==> config.mk <==
export PLATFORM = sky130hd
export DESIGN_NAME = window_fetch
export DESIGN_NICKNAME = d
export VERILOG_FILES = /design/src/rtl/fetch_pkg.sv /design/src/rtl/window_fetch.sv
export SDC_FILE = /design/constraint.sdc
export NUM_CORES = 1
export LEC_CHECK = 0
export CAP_MARGIN = 20
export CORE_UTILIZATION = 46
export DETAILED_ROUTE_END_ITERATION = 16
export GPL_TIMING_DRIVEN = 1
export PLACE_DENSITY = 0.74
export RECOVER_POWER = 50
export SLEW_MARGIN = 20
export SYNTH_ARGS = -nofsm -noshare
export SYNTH_HDL_FRONTEND = slang
export SYNTH_SLANG_ARGS = --single-unit
==> constraint.sdc <==
create_clock -name i_clk -period 2.18 [get_ports i_clk]
set_input_delay 0.654 -clock i_clk [delete_from_list [all_inputs] [get_ports i_clk]]
set_output_delay 0.654 -clock i_clk [all_outputs]
set_load 0.05 [all_outputs]
==> src/rtl/fetch_pkg.sv <==
// rtl/fetch_pkg.sv - shared types and default widths for the window fetch path
package fetch_pkg;

   typedef enum logic [1:0] {IDLE, FETCH, DRAIN, DONE} fetch_state_t;

   localparam int DEF_ADDR_WIDTH  = 8;
   localparam int DEF_DATA_WIDTH  = 8;
   localparam int DEF_DATA_LENGTH = 9;

endpackage

==> src/rtl/window_fetch.sv <==
// rtl/window_fetch.sv - reads a kernel window of addresses from activation SRAM
// one element per cycle and presents the packed window with valid/ready.
module window_fetch
   import fetch_pkg::*;
#(
   parameter int ADDR_WIDTH  = DEF_ADDR_WIDTH,
   parameter int DATA_WIDTH  = DEF_DATA_WIDTH,
   parameter int DATA_LENGTH = DEF_DATA_LENGTH,
   parameter int CNT_WIDTH   = $clog2(DATA_LENGTH + 1)
) (
   input  logic                                    i_clk,
   input  logic                                    i_nrst,
   input  logic                                    i_reg_clear,
   input  logic                                    i_addr_valid,
   input  logic [0:DATA_LENGTH-1][ADDR_WIDTH-1:0]  i_addr,
   output logic                                    o_addr_ready,
   output logic                                    o_mem_re,
   output logic [ADDR_WIDTH-1:0]                   o_mem_addr,
   input  logic [DATA_WIDTH-1:0]                   i_mem_data,
   output logic                                    o_data_valid,
   output logic [0:DATA_LENGTH-1][DATA_WIDTH-1:0]  o_data,
   input  logic                                    i_data_ready
);

   fetch_state_t                            r_state;
   fetch_state_t                            w_state_nxt;
   logic [0:DATA_LENGTH-1][ADDR_WIDTH-1:0]  r_addr_q;
   logic [0:DATA_LENGTH-1][DATA_WIDTH-1:0]  r_data;
   logic [CNT_WIDTH-1:0]                    r_idx;
   logic [CNT_WIDTH-1:0]                    r_mem_idx;
   logic [CNT_WIDTH-1:0]                    r_idx_d;
   logic                                    r_mem_re;
   logic                                    r_re_d;
   logic [ADDR_WIDTH-1:0]                   r_mem_addr;
   logic                                    w_last_issued;

   assign w_last_issued = (r_idx == CNT_WIDTH'(DATA_LENGTH));

   always_ff @(posedge i_clk or negedge i_nrst) begin
      if (!i_nrst) r_state <= IDLE;
      else         r_state <= w_state_nxt;
   end

   always_comb begin
      w_state_nxt = r_state;
      if (i_reg_clear) begin
         w_state_nxt = IDLE;
      end else begin
         case (r_state)
            IDLE:    if (i_addr_valid) w_state_nxt = FETCH;
            FETCH:   if (w_last_issued) w_state_nxt = DRAIN;
            DRAIN:   w_state_nxt = DONE;
            DONE:    if (i_data_ready) w_state_nxt = IDLE;
            default: w_state_nxt = IDLE;
         endcase
      end
   end

   always_comb begin
      o_addr_ready = (r_state == IDLE);
      o_data_valid = (r_state == DONE);
   end

   // The first read is launched on the accept edge so reads stay registered
   // yet start the cycle right after the handshake; r_mem_idx tags each read.
   always_ff @(posedge i_clk or negedge i_nrst) begin
      if (!i_nrst) begin
         r_addr_q   <= '0;
         r_data     <= '0;
         r_idx      <= '0;
         r_mem_idx  <= '0;
         r_idx_d    <= '0;
         r_mem_re   <= 1'b0;
         r_re_d     <= 1'b0;
         r_mem_addr <= '0;
      end else if (i_reg_clear) begin
         r_data     <= '0;
         r_idx      <= '0;
         r_mem_idx  <= '0;
         r_idx_d    <= '0;
         r_mem_re   <= 1'b0;
         r_re_d     <= 1'b0;
         r_mem_addr <= '0;
      end else begin
         r_re_d  <= r_mem_re;
         r_idx_d <= r_mem_idx;
         if (r_re_d) r_data[r_idx_d] <= i_mem_data;
         case (r_state)
            IDLE: begin
               if (i_addr_valid) begin
                  r_addr_q   <= i_addr;
                  r_mem_re   <= 1'b1;
                  r_mem_addr <= i_addr[0];
                  r_mem_idx  <= '0;
                  r_idx      <= CNT_WIDTH'(1);
               end
            end
            FETCH: begin
               if (w_last_issued) begin
                  r_mem_re <= 1'b0;
               end else begin
                  r_mem_addr <= r_addr_q[r_idx];
                  r_mem_idx  <= r_idx;
                  r_idx      <= r_idx + CNT_WIDTH'(1);
               end
            end
            default: r_mem_re <= 1'b0;
         endcase
      end
   end

   assign o_mem_re   = r_mem_re;
   assign o_mem_addr = r_mem_addr;
   assign o_data     = r_data;

endmodule

==> impl_metrics.py, run 1 <==
metrics = {
    "die": {
        "core_um2": 15400,
        "fp-row-count": 45,
        "initial_core_util_pct": 47.8,
        "die_w_um": 129,
        "die-area_um2": 16600,
        "io_pins": 168,
        "die_height_um": 129,
    },
    "clock_tree": {
        "cts_tree": "yes",
        "clock_path_buffers": 2,
        "insertion_delay_ns": 0.42,
        "cts_hold_buf": 0,
        "cts_made_buffers": 17,
        "clk_pin_slew_ns": 0.06,
        "htreeDepth": 4,
        "post-cts-setup-buffers": 0,
        "root_buffer": "clkbuf_16",
        "cts_sinks": 168,
    },
    "sta": {
        "slew_viol_final": 28,
        "finalClockSkew_ns": 0.00819,
        "finalSetupViolations": 0,
        "rsz0062_at_grt": "no",
        "layout_setup_ws_ns": 0.127,
        "tightest_slew_ns": 1.75,
        "tns_ns": 0,
        "fmaxAchievable_mhz": 487,
        "finalHoldViolCount": 0,
        "max_slew_margin_pct": -16.3,
        "finalCritPeriodShare_pct": 94.2,
        "min_period_ns": 2.05,
    },
    "power": {
        "switching_share_pct": 31.7,
        "power_frac_comb_pct": 31.3,
        "power_density_nw_per_um2": 1080,
        "intPower_mw": 7.28,
        "ir_drop_mv": 0.674,
        "p_total_mw": 10.7,
        "p_clk_share_pct": 27.6,
        "p_seq_share_pct": 41.2,
        "p_leak_nw": 4.69,
        "power_switching_mw": 3.39,
    },
    "logic_synthesis": {
        "syn_inst": 598,
        "ys_ff_latch": 168,
        "synth_cell_types": 34,
        "yosys.area.top_type": "dfrtp_1",
        "ys_warn_count": 0,
        "synthTopCellsByArea": "dfrtp_1 (57%), mux2_2 (11%), mux2i_1 (11%), nor2_1 (4.0%), mux4_2 (2.4%)",
        "synth_top_area_share_pct": 57.0,
        "synth_fp_nets": 688,
        "yosysSeqAreaShare_pct": 57.0,
        "syn-mean-instance-area_um2": 12.3,
        "synthesis.area_um2": 7380,
    },
    "routing": {
        "drt_pass1_iterations": 4,
        "drt_iter0_drc": 373,
        "drc_errors": 0,
        "num_vias": 5365,
        "wl_um": 18400,
        "wl_per_cell_um": 18.6,
        "antenna_left": 0,
        "via_per_inst": 5.43,
    },
    "global_routing": {
        "grt_usage_pct": 23.7,
        "grt_pass1_vias": 5478,
        "grt_max_degree": 94,
        "antenna_found_initial": 0,
        "grt_pass1_wl_um": 29300,
        "grt.overflow.total": 0,
    },
    "run_status": {
        "outcome": "finished with violations",
        "violations": "capacitance limit, slew limit",
    },
    "cells_and_area": {
        "regArea_um2": 4210,
        "syn_to_final_growth_pct": 33.6,
        "final_common_cell": "dfrtp_1",
        "nFillCells": 1198,
        "final_cell_mix": "dfrtp_1 (167), clkdlybuf4s50_1 (82), mux2i_1 (81)",
        "diodes": 0,
        "drive_gt1_share_pct": 21.1,
        "nNetsFinal": 855,
        "multi_input_area_um2": 2980,
    },
    "setup_path": {
        "arrival_ns": 2.37,
        "critPathKind": "reg2reg",
        "path_cells": "inv_1 -> ha_2 -> nor2b_1 -> buf_4 -> buf_4 -> a2111oi_0 -> o211ai_1 -> o31ai_1",
        "crit_fanout": 8,
        "worst_ep_required_time_ns": 2.49,
        "cp-start-kind": "register",
        "end_kind": "register",
        "crit_top_cell": "buf_4",
        "crit_start": "r_state[0]",
        "max_stage_delay_ns": 0.44,
        "crit_slowest_cell": "a2111oi_0",
        "r2r-start": "r_state[0]",
    },
    "placed_design": {
        "portBuffers": 167,
        "gp_congestion": 0.819,
        "dp_slack_ns": -0.248,
        "dpl.hpwl_um": 13200,
    },
    "run": {
        "maxCapViolations": 1,
    },
    "hold_path": {
        "min-delay-start": "r_mem_idx[2]",
        "min_path_type": "reg2reg",
    },
}
## cell usage after synthesis
cell type	number
clkbuf_1	37
o32ai_1	1
nand3b_1	4
buf_2	5
a2111oi_0	7
o31ai_1	7
o211a_1	1
nor4_2	1
nor2_1	78
a21oi_1	28
nor3b_1	2
nor3_1	2
a311o_1	1
inv_1	6
or4_1	2
a311oi_2	1
and2_1	1
nand2_1	27
mux2_2	73
o21ai_0	2
nor4b_1	2
dfrtp_1	168
mux4_2	8
ha_1	5
buf_1	5
nand4b_1	2
a221oi_1	8
buf_4	1
or3_1	1
o211ai_1	7
mux2i_1	81
nand3_1	15
nor2b_1	8
or2_2	1
## worst paths after layout
kind / to / slack, ns / cells after the start
max in group asynchronous: r_addr_q[18] / 0.38 / 2
hold reg to reg: r_idx_d[2] / 0.50 / 1
setup reg to reg: o_mem_addr[0] / 0.13 / 8
min in group asynchronous: o_data[49] / 0.68 / 1
setup / recovery: o_mem_addr[0] / 0.13 / 8
hold / removal: r_idx_d[2] / 0.50 / 1
## cells by family after synthesis
| kind of cell | synth area share (%) |
|---|---|
| flops | 57.0 |
| fa+ha+maj | 0.848 |
| buf+inv | 2.88 |
| compound gates | 5.83 |
| simple gates | 8.89 |
| mux | 24.6 |
## power by group through the flow
stage	registers (mW)	logic (mW)	clock network, mW
final	4.39	3.34	2.94
after CTS	4.39	3.36	2.99
after global placement	4.36	3.22	0
after detailed placement	4.43	3.34	0
after floorplan	4.54	2.01	0
after global routing	4.49	3.59	3.14
## timing repair
| action | in CTS | in global routing |
|---|---|---|
| endpoints found under the hold margin | 0 | 0 |
| setup endpoints to repair | 61 | 6 |
| resized for setup | 61 | 1 |
## state kept, by name, indices dropped and copies added (netlist names)
signal and flops:
r_idx_d 4, r_idx 4, r_addr_q 72, o_mem_re 1, o_mem_addr 8, r_state 2
r_re_d 1, o_data 72, r_mem_idx 4
## critical path: cells and delay by family (launching register included)
| family | cells | cell delay, ns |
|---|---|---|
| fa+ha+maj | 1 | 0.24 |
| compound gates | 3 | 0.75 |
| flops | 1 | 0.41 |
| simple gates | 1 | 0.17 |
| buf+inv | 3 | 0.38 |
## cell type report
type / instances / share of cell area, %
multi-input combinational: 376 / 30.2
tap: 211 / 2.68
timing repair buffer: 196 / 18.3
sequential: 168 / 42.7
clock inverter: 8 / 0.888
clock buffer: 23 / 5.05
inverter: 6 / 0.228
## metrics by stage
stage | hold slack (ns) | std cells | util (%) | area, µm²
after floorplan | 0.358 | 598 | - | 7380
after global placement | 0.481 | 957 | 61.0 | 9400
after detailed placement | 0.485 | 957 | 61.0 | 9400
after CTS | 0.0914 | 988 | 64.3 | 9910
after global routing | 0.519 | 988 | 63.9 | 9860
final | 0.499 | 988 | 63.9 | 9860
## routing by layer
layer | up-vias | part of all wire [%] | global-route usage, %
met5 | - | 0 | 0
met3 | 37 | 5.8 | 5.95
met2 | 203 | 50 | 38.9
met4 | 0 | 2.8 | 10.3
li1 | 2446 | - | -
met1 | 2679 | 42 | 30.0
Note: power is estimated with default switching activity, not from simulation.
==> run 2: changes to the inputs <==
Settings changed: RECOVER_POWER 50 to 25.
==> run 2 against run 1 <==
The run still ends with capacitance limit, slew limit left. Largest power group unchanged. Critical path depth unchanged. Clock-buffer cell count unchanged. Largest cell class unchanged. Power up 0.15%. Setup slack worse by 0.0061 ns. Sequential share of layout area down 0.22 points. Hold slack worse by 0.0022 ns. Critical endpoint unchanged. Final cell count unchanged.
==> impl_metrics.py, run 2 (synthesis gave the netlist of run 1 again) <==
metrics = {
    "power": {
        "p_leak_nw": 4.72,
        "ir_drop_mv": 0.674,
        "power_density_nw_per_um2": 1080,
    },
    "routing": {
        "wl_um": 18500,
        "num_vias": 5407,
        "drc_errors": 0,
        "via_per_inst": 5.47,
        "antenna_left": 0,
        "drt_iter0_drc": 357,
        "wl_per_cell_um": 18.7,
        "drt_pass1_iterations": 6,
    },
    "sta": {
        "slew_viol_final": 28,
        "hold_ws_ns": 0.497,
        "min_period_ns": 2.06,
        "tightest_slew_ns": 1.75,
        "rsz0062_at_grt": "no",
        "max_slew_margin_pct": -16.9,
        "tns_ns": 0,
        "finalSetupViolations": 0,
        "finalClockSkew_ns": 0.00788,
        "finalCritPeriodShare_pct": 94.5,
        "fmaxAchievable_mhz": 486,
        "finalHoldViolCount": 0,
    },
    "clock_tree": {
        "htreeDepth": 4,
        "insertion_delay_ns": 0.42,
        "cts_hold_buf": 0,
        "root_buffer": "clkbuf_16",
        "cts_made_buffers": 17,
        "clock_path_buffers": 2,
        "clk_pin_slew_ns": 0.06,
        "cts_sinks": 168,
        "cts_tree": "yes",
        "post-cts-setup-buffers": 0,
    },
    "run": {
        "maxCapViolations": 1,
    },
    "cells_and_area": {
        "final_cell_mix": "dfrtp_1 (167), clkdlybuf4s50_1 (82), mux2i_1 (81)",
        "nNetsFinal": 855,
        "drive_gt1_share_pct": 22.3,
        "final_common_cell": "dfrtp_1",
        "stdcell_count": 988,
        "design_area_um2": 9910,
        "syn_to_final_growth_pct": 34.3,
        "diodes": 0,
        "final_util_pct": 64.2,
    },
    "setup_path": {
        "crit_top_cell": "buf_4",
        "crit_slowest_cell": "dfrtp_1",
        "cp-start-kind": "register",
        "critPathKind": "reg2reg",
        "crit_buf_inv": 3,
        "arrival_ns": 2.37,
        "crit_fanout": 11,
        "path_cells": "inv_1 -> ha_2 -> nor2b_1 -> buf_4 -> a311oi_2 -> buf_4 -> nor2_1 -> o31ai_1",
        "end_kind": "register",
        "max_stage_delay_ns": 0.41,
        "critical_path.top_delay_family": "compound AO/OA/AOI/OAI gates",
        "worst_ep_required_time_ns": 2.49,
    },
    "global_routing": {
        "grt_pass1_vias": 5478,
        "grt.overflow.total": 0,
        "grt_max_degree": 94,
        "grt_pass1_wl_um": 29300,
        "antenna_found_initial": 0,
        "grt_usage_pct": 23.7,
    },
    "hold_path": {
        "min_path_type": "reg2reg",
    },
    "placed_design": {
        "dpl.hpwl_um": 13200,
        "dpl.cell_count": 957,
        "portBuffers": 167,
        "gp_congestion": 0.819,
        "placed_area_um2": 9400,
    },
    "die": {
        "initial_core_util_pct": 47.8,
        "die-area_um2": 16600,
        "fp-row-count": 45,
        "die_w_um": 129,
        "die_height_um": 129,
        "core_um2": 15400,
        "io_pins": 168,
    },
    "run_status": {
        "outcome": "finished with violations",
        "violations": "capacitance limit, slew limit",
    },
}
[run 2: changes by cell type in the layout (fill, tap and decap cells not counted), sizes merged]
cell	before	now
clkbuf	31	24
buf	45	52
[run 2: final timing paths]
check                             startpoint             to  slack (ns)  cells past startpoint
worst min-delay path            r_mem_idx[2]     r_idx_d[2]        0.50                      1
worst max-delay path              r_state[0]  o_mem_addr[0]        0.12                      8
min in group asynchronous             i_nrst     o_data[49]        0.69                      1
max in group asynchronous             i_nrst   r_addr_q[18]        0.38                      2
worst min register to register  r_mem_idx[2]     r_idx_d[2]        0.50                      1
worst max register to register    r_state[0]  o_mem_addr[0]        0.12                      8
[run 2: per-stage QoR]
step / setup slack (ns) / power [mW]
after global routing: 0.0137 / 11.2
after global placement: -0.0992 / 7.58
final: 0.121 / 10.7
after floorplan: 0.112 / 6.55
after CTS: 0.105 / 10.7
after detailed placement: -0.248 / 7.77
[run 2: power by group]
part | internal [mW] | total [mW] | switching, mW | leakage (nW)
clock network | 1.73 | 2.94 | 1.22 | 0.278
logic | 1.64 | 3.35 | 1.71 | 2.26
registers | 3.92 | 4.39 | 0.466 | 2.18
[run 2: timing repair]
item                                    4_1_cts  5_1_grt
hold endpoints to repair                      0        0
cloned                                        0        0
pin swaps                                     0        0
endpoints found under the setup margin       61        6
resized for setup                            61        1
[run 2: routing by layer]
layer  track usage [%]  share of wire [%]  wire length [µm]
met5                 0                  0                 0
met4              10.3                2.7               507
met3              5.95                5.5              1020
met2              38.9                 49              9110
met1              30.0                 42              7820
[run 2: area by class of cell]
type | instances | area, µm²
clock inverter | 8 | 87.6
sequential | 168 | 4210
multi-input combinational | 376 | 3000
tap | 211 | 264
inverter | 6 | 22.5
clock buffer | 23 | 498
fill | 1183 | 5520
timing repair buffer | 196 | 1830
